File: src/rtl/grf_scoreboard_if.sv
// Decode <-> hazard-scoreboard bundle: issue request, GRF writeback commit, hold/status back.
// Latency: none of its own; plain wires between decode and the scoreboard.
// Backpressure: stall from the scoreboard holds the issue fields stable until accepted.
interface grf_scoreboard_if;
  logic       issue_valid;
  logic [4:0] issue_rs;
  logic [4:0] issue_rt;
  logic       issue_rs_use;
  logic       issue_rt_use;
  logic       issue_wr;
  logic [4:0] issue_dst;
  logic [2:0] issue_lat;
  logic       issue_md_use;
  logic       issue_md_start;
  logic [3:0] issue_md_cycles;
  logic       wb_en;
  logic [4:0] wb_addr;
  logic        stall;
  logic [31:0] busy_vec;
  logic        md_busy;

  modport master (
    output issue_valid, issue_rs, issue_rt, issue_rs_use, issue_rt_use,
           issue_wr, issue_dst, issue_lat, issue_md_use, issue_md_start,
           issue_md_cycles, wb_en, wb_addr,
    input  stall, busy_vec, md_busy
  );

  modport slave (
    input  issue_valid, issue_rs, issue_rt, issue_rs_use, issue_rt_use,
           issue_wr, issue_dst, issue_lat, issue_md_use, issue_md_start,
           issue_md_cycles, wb_en, wb_addr,
    output stall, busy_vec, md_busy
  );
endinterface

File: src/rtl/grf_scoreboard.sv
// GPR/HI-LO hazard scoreboard: per-register in-flight write count and forward countdown, plus mult/div busy timer.
// Latency: stall is combinational from issue fields and current state; accepted issues/writebacks update state at the next edge.
// Backpressure: stall holds decode; a stalled or reset-time issue changes no state.
module grf_scoreboard (
  input  logic clk,
  input  logic reset,
  grf_scoreboard_if.slave bus
);

  // Element 0 is tied to zero so $0 never reads as busy.
  wire  [31:0][1:0] outs;
  wire  [31:0][2:0] cnt;
  logic [3:0]       md_cnt;
  logic             acc;
  logic             stall_c;
  logic             hz_rs;
  logic             hz_rt;
  logic             sat;
  logic             waw;
  logic             md_hz;
  logic [31:0]      busy_c;

  assign outs[0] = 2'd0;
  assign cnt[0]  = 3'd0;

  // Hazard terms and the decode hold they produce
  always_comb begin
    hz_rs   = bus.issue_rs_use && (outs[bus.issue_rs] != 2'd0) && (cnt[bus.issue_rs] != 3'd0);
    hz_rt   = bus.issue_rt_use && (outs[bus.issue_rt] != 2'd0) && (cnt[bus.issue_rt] != 3'd0);
    // A fourth write would overflow the 2-bit outstanding count.
    sat     = bus.issue_wr && (bus.issue_dst != 5'd0) && (outs[bus.issue_dst] == 2'd3);
    // Younger writer would become forwardable before the older one: hold it.
    waw     = bus.issue_wr && (bus.issue_dst != 5'd0) && (outs[bus.issue_dst] != 2'd0)
              && (cnt[bus.issue_dst] > bus.issue_lat);
    md_hz   = bus.issue_md_use && (md_cnt != 4'd0);
    stall_c = bus.issue_valid && !reset && (hz_rs || hz_rt || sat || waw || md_hz);
    acc     = bus.issue_valid && !reset && !stall_c;
  end

  // Per-register tracking for r = 1..31
  for (genvar r = 1; r < 32; r++) begin : g_reg
    localparam logic [4:0] RA = 5'(r);
    logic [1:0] outs_r;
    logic [2:0] cnt_r;
    logic       inc;
    logic       dec;

    assign inc = acc && bus.issue_wr && (bus.issue_dst == RA);
    // A commit with nothing outstanding is dropped instead of wrapping.
    assign dec = bus.wb_en && (bus.wb_addr == RA) && (outs_r != 2'd0);

    // Reload countdown on a new writer, else count down; adjust outstanding count
    always_ff @(posedge clk) begin
      if (reset) begin
        outs_r <= 2'd0;
        cnt_r  <= 3'd0;
      end else begin
        if (inc)
          cnt_r <= bus.issue_lat;
        else if (cnt_r != 3'd0)
          cnt_r <= cnt_r - 3'd1;
        if (inc && !dec)
          outs_r <= outs_r + 2'd1;
        else if (dec && !inc)
          outs_r <= outs_r - 2'd1;
      end
    end

    assign outs[r] = outs_r;
    assign cnt[r]  = cnt_r;
  end

  // Mult/div busy timer; a zero-length start leaves the unit idle
  always_ff @(posedge clk) begin
    if (reset)
      md_cnt <= 4'd0;
    else if (acc && bus.issue_md_start)
      md_cnt <= bus.issue_md_cycles;
    else if (md_cnt != 4'd0)
      md_cnt <= md_cnt - 4'd1;
  end

  // Busy vector straight from the outstanding counts
  always_comb begin
    busy_c = '0;
    for (int r = 0; r < 32; r++)
      busy_c[r] = (outs[r] != 2'd0);
  end

  assign bus.stall    = stall_c;
  assign bus.busy_vec = busy_c;
  assign bus.md_busy  = (md_cnt != 4'd0);

endmodule

File: src/flat_wrapper.sv
// flat-port wrapper written by rule: the top's interface ports become plain ports
module grf_scoreboard_flat 
  (clk, reset, bus_issue_valid, bus_issue_rs, bus_issue_rt, bus_issue_rs_use, bus_issue_rt_use, bus_issue_wr, bus_issue_dst, bus_issue_lat, bus_issue_md_use, bus_issue_md_start, bus_issue_md_cycles, bus_wb_en, bus_wb_addr, bus_stall, bus_busy_vec, bus_md_busy);
  grf_scoreboard_if bus_i ();
  input  logic clk;
  input  logic reset;
  input wire logic [$bits(bus_i.issue_valid)-1:0] bus_issue_valid;
  input wire logic [$bits(bus_i.issue_rs)-1:0] bus_issue_rs;
  input wire logic [$bits(bus_i.issue_rt)-1:0] bus_issue_rt;
  input wire logic [$bits(bus_i.issue_rs_use)-1:0] bus_issue_rs_use;
  input wire logic [$bits(bus_i.issue_rt_use)-1:0] bus_issue_rt_use;
  input wire logic [$bits(bus_i.issue_wr)-1:0] bus_issue_wr;
  input wire logic [$bits(bus_i.issue_dst)-1:0] bus_issue_dst;
  input wire logic [$bits(bus_i.issue_lat)-1:0] bus_issue_lat;
  input wire logic [$bits(bus_i.issue_md_use)-1:0] bus_issue_md_use;
  input wire logic [$bits(bus_i.issue_md_start)-1:0] bus_issue_md_start;
  input wire logic [$bits(bus_i.issue_md_cycles)-1:0] bus_issue_md_cycles;
  input wire logic [$bits(bus_i.wb_en)-1:0] bus_wb_en;
  input wire logic [$bits(bus_i.wb_addr)-1:0] bus_wb_addr;
  output wire logic [$bits(bus_i.stall)-1:0] bus_stall;
  output wire logic [$bits(bus_i.busy_vec)-1:0] bus_busy_vec;
  output wire logic [$bits(bus_i.md_busy)-1:0] bus_md_busy;
  assign bus_i.issue_valid = bus_issue_valid;
  assign bus_i.issue_rs = bus_issue_rs;
  assign bus_i.issue_rt = bus_issue_rt;
  assign bus_i.issue_rs_use = bus_issue_rs_use;
  assign bus_i.issue_rt_use = bus_issue_rt_use;
  assign bus_i.issue_wr = bus_issue_wr;
  assign bus_i.issue_dst = bus_issue_dst;
  assign bus_i.issue_lat = bus_issue_lat;
  assign bus_i.issue_md_use = bus_issue_md_use;
  assign bus_i.issue_md_start = bus_issue_md_start;
  assign bus_i.issue_md_cycles = bus_issue_md_cycles;
  assign bus_i.wb_en = bus_wb_en;
  assign bus_i.wb_addr = bus_wb_addr;
  assign bus_stall = bus_i.stall;
  assign bus_busy_vec = bus_i.busy_vec;
  assign bus_md_busy = bus_i.md_busy;
  grf_scoreboard u_core (.clk(clk), .reset(reset), .bus(bus_i));
endmodule
File: config.mk
export PLATFORM = sky130hd
export DESIGN_NAME = grf_scoreboard_flat
export DESIGN_NICKNAME = d
export VERILOG_FILES = /design/src/rtl/grf_scoreboard_if.sv /design/src/rtl/grf_scoreboard.sv /design/src/flat_wrapper.sv
export SDC_FILE = /design/constraint.sdc
export NUM_CORES = 1
export LEC_CHECK = 0
export CAP_MARGIN = 20
export CORE_UTILIZATION = 40
export CTS_BUF_LIST = sky130_fd_sc_hd__clkbuf_4
export DETAILED_ROUTE_END_ITERATION = 10
export GPL_TIMING_DRIVEN = 0
export MAX_ROUTING_LAYER = met4
export PLACE_DENSITY = 0.57
export SLEW_MARGIN = 20
export SYNTH_ARGS = -nofsm -noshare
export SYNTH_HDL_FRONTEND = slang
export SYNTH_SLANG_ARGS = --single-unit
export TNS_END_PERCENT = 10
File: constraint.sdc
create_clock -name clk -period 7.8 [get_ports clk]
set_input_delay 1.56 -clock clk [delete_from_list [all_inputs] [get_ports clk]]
set_output_delay 1.56 -clock clk [all_outputs]
set_load 0.02 [all_outputs]
==> flow_summary.yaml <==
final_layout:
  synthToLayoutAreaGrowth_pct: 11.7
  fin_area_um2: 13600
  fin_nets: 1648
  drive_gt1_share_pct: 11.1
grt:
  grt_usage_pct: 27.8
  grt_start_max_net_pins: 20
  gr-total-overflow: 0
  grt_pass1_wl_um: 62900
  antenna_found_initial: 2
  grt_pass1_vias: 10500
drt:
  firstDrtPassIters: 7
  drt_iter0_drc: 982
  viasPerCell: 5.75
  vias: 11000
  drt_wl_total_um: 41300
  antenna_left: 0
  routedWlPerCell_um: 21.5
  drcViolationCount: 0
sta:
  max_freq_mhz: 132
  hold_slack_ps: 520
  grt_setup_unrepaired: "false"
  relSlewSlack_pct: 32.9
  fin_crit_sh_pct: 97.2
  tightest_slew_ps: 998
  hold_viol: 0
  setup_viol: 0
  fin_worst_skew_ps: 40.3
  period_needed_ps: 7580
  postLayoutSetupSlackWorst_ps: 220
  maxSlewViolCount: 0
logic_synthesis:
  yosysWarnings: 0
  synth-main-ff-cell: "dfxtp_1"
  async_reset_ff_share_pct: 0
  syn_avg_cell_area_um2: 8.50
  synth_top_area_share_pct: 26.1
  syn_nets: 1569
  synth_cell_types: 66
  synthTopCellsByArea: "dfxtp_1, ha_1, nor2_1, mux4_2, mux2_1"
  synth_area_um2: 12200
  synth_seq_area_share_pct: 26.1
  synth_cells: 1435
  synth-seq-cells: 159
  yosys.area.top_type: "dfxtp_1"
  synth-edff-count: 0
floorplan:
  die_w_um: 177
  rows: 63
  pin_count: 70
  core-area_um2: 29800
  die_h_um: 177
  initial_utilization_pct: 40.9
  die-area_um2: 31200
power_and_ir_drop:
  power.density_nw_per_um2: 266
  p_leak_nw: 5.58
  power.ir.vdd_worst_uv: 171
  total_power_mw: 3.62
clock_tree:
  clkLatencyLatePin_ps: 650
  path_clk_slew_ps: 140
  htree_levels: 4
  cts_made_buffers: 17
  root_buffer: "clkbuf_4"
  clk_path_buf_depth: 2
  cts_sinks: 159
  cts_tree: "done"
min_path:
  hold_path_depth: 2
  hold_path.class: "reg2reg"
setup_path:
  critPathCaptureType: "output port"
  reg2reg_depth: 16
  crit_fanout: 10
  worstSetupPathType: "in2out"
  arrival_ps: 6020
  crit_required_ps: 6240
  cp-start-kind: "primary input"
job:
  maxCapViolations: 0
outcome:
  status: "finished, final reports clean"
placement:
  place_area_um2: 13300
  portBuffers: 62
  dpl_worst_slack_ps: -1920
  gp_congestion: 0.955
  dpl.hpwl_um: 32400
-- logic make-up after synthesis --
logic type | after synthesis | share of synthesized area (%)
AOI/OAI and AO/OA | 211 | 10.8
adders and majority gates | 99 | 10.1
DFF | 159 | 26.1
other | 1 | 0.0308
and+or+nand+nor | 547 | 22.4
muxes | 166 | 18.4
buffers and inverters | 157 | 5.29
xor gates and xnor gates | 95 | 6.82
-- per-stage QoR --
stage | cells | TNS, ps | util (%)
global placement | 1887 | -74300 | 44.6
floorplan | 1435 | 0 | -
finish | 1919 | 0 | 45.7
global route | 1919 | 0 | 45.7
CTS | 1918 | 0 | 45.7
detailed placement | 1887 | -80220 | 44.6
-- registers in the layout, summed over array words and instances, names as in the netlist --
register and count:
u_core.g.outs_r 62, u_core.md_cnt 4, u_core.g.cnt_r 93
-- where the power goes --
part	internal [mW]	switching, mW	leakage (nW)
clock	0.167	0.369	0.135
sequential	1.02	0.248	1.30
combinational	0.858	0.953	4.14
-- per-layer routing --
metal | share of wire, % | vias up | track usage, % | wire, um
li1 | - | 5205 | - | -
met1 | 46 | 5315 | 37.2 | 18900
met2 | 45 | 440 | 43.1 | 18500
met3 | 6.9 | 78 | 4.13 | 2860
met4 | 2.6 | 0 | 8.80 | 1080
met5 | 0 | - | - | 0
-- layout by cell type, fill, tap and decap left out, types with 12 or more instances in the layout --
master and instances:
ha_1 98, dfxtp_1 159, a21oi_1 77, nand3_1 49, nor2b_1 46, xnor2_1 33
nand2_1 29, mux2_2 30, clkdlybuf4s50_1 60, clkbuf_4 18, o21ai_0 48, nand2b_1 17
clkbuf_1 39, xor2_1 62, mux2i_1 40, nand3_2 20, nor2_1 247, or2_2 28
mux2_1 59, o32ai_1 12, or3_1 38, nor3_1 37, mux4_2 35, inv_1 90
-- Yosys cell counts, types with 30 or more instances --
cell type,number
mux4_2,35
nor2b_1,46
xnor2_1,33
clkbuf_1,44
nor3_1,37
or3_1,38
mux2_2,30
mux2_1,59
ha_1,98
dfxtp_1,159
xor2_1,62
nor2_1,247
mux2i_1,40
a21oi_1,77
nand3_1,49
inv_1,90
o21ai_0,49
-- final timing paths --
| kind | from | end | slack [ps] |
|---|---|---|---|
| max | bus_issue_dst[1] | bus_stall | 220 |
| min | u_core.g_reg[29].outs_r[1] | u_core.g_reg[29].outs_r[1] | 520 |
| max reg2reg | u_core.g_reg[15].cnt_r[1] | u_core.g_reg[29].outs_r[1] | 2610 |
| min reg2reg | u_core.g_reg[29].outs_r[1] | u_core.g_reg[29].outs_r[1] | 520 |
-- what timing repair did --
item	4_1_cts	5_1_grt
setup endpoints to repair	55	1
hold buffers	0	0
setup buffers	0	0
cloned	0	0
resized for setup	24	3
-- critical path, cell delays in order --
cell and delay, ps:
clkbuf_2 160, buf_6 200, buf_6 220, clkbuf_8 230
clkbuf_8 220, mux4_2 370, mux4_2 510, mux2_2 280
ha_1 280, nor2b_1 130, o21ai_0 160, inv_1 70
o21ai_2 190, maj3_2 260, o2111a_1 200, buf_6 160
buf_6 210, buf_6 190, nor2_1 50, dlygate4sd2_1 330
-- final cells by class --
type	instances	area [um^2]
Buffer	65	340
Multi-Input combinational cell	1119	8370
Sequential cell	159	3180
Clock inverter	15	149
Antenna cell	2	5.00
Clock buffer	17	128
Tap cell	390	488
Timing Repair Buffer	62	614
Fill cell	2934	16200
Inverter	90	338
Power figures use the tool's default switching activity.
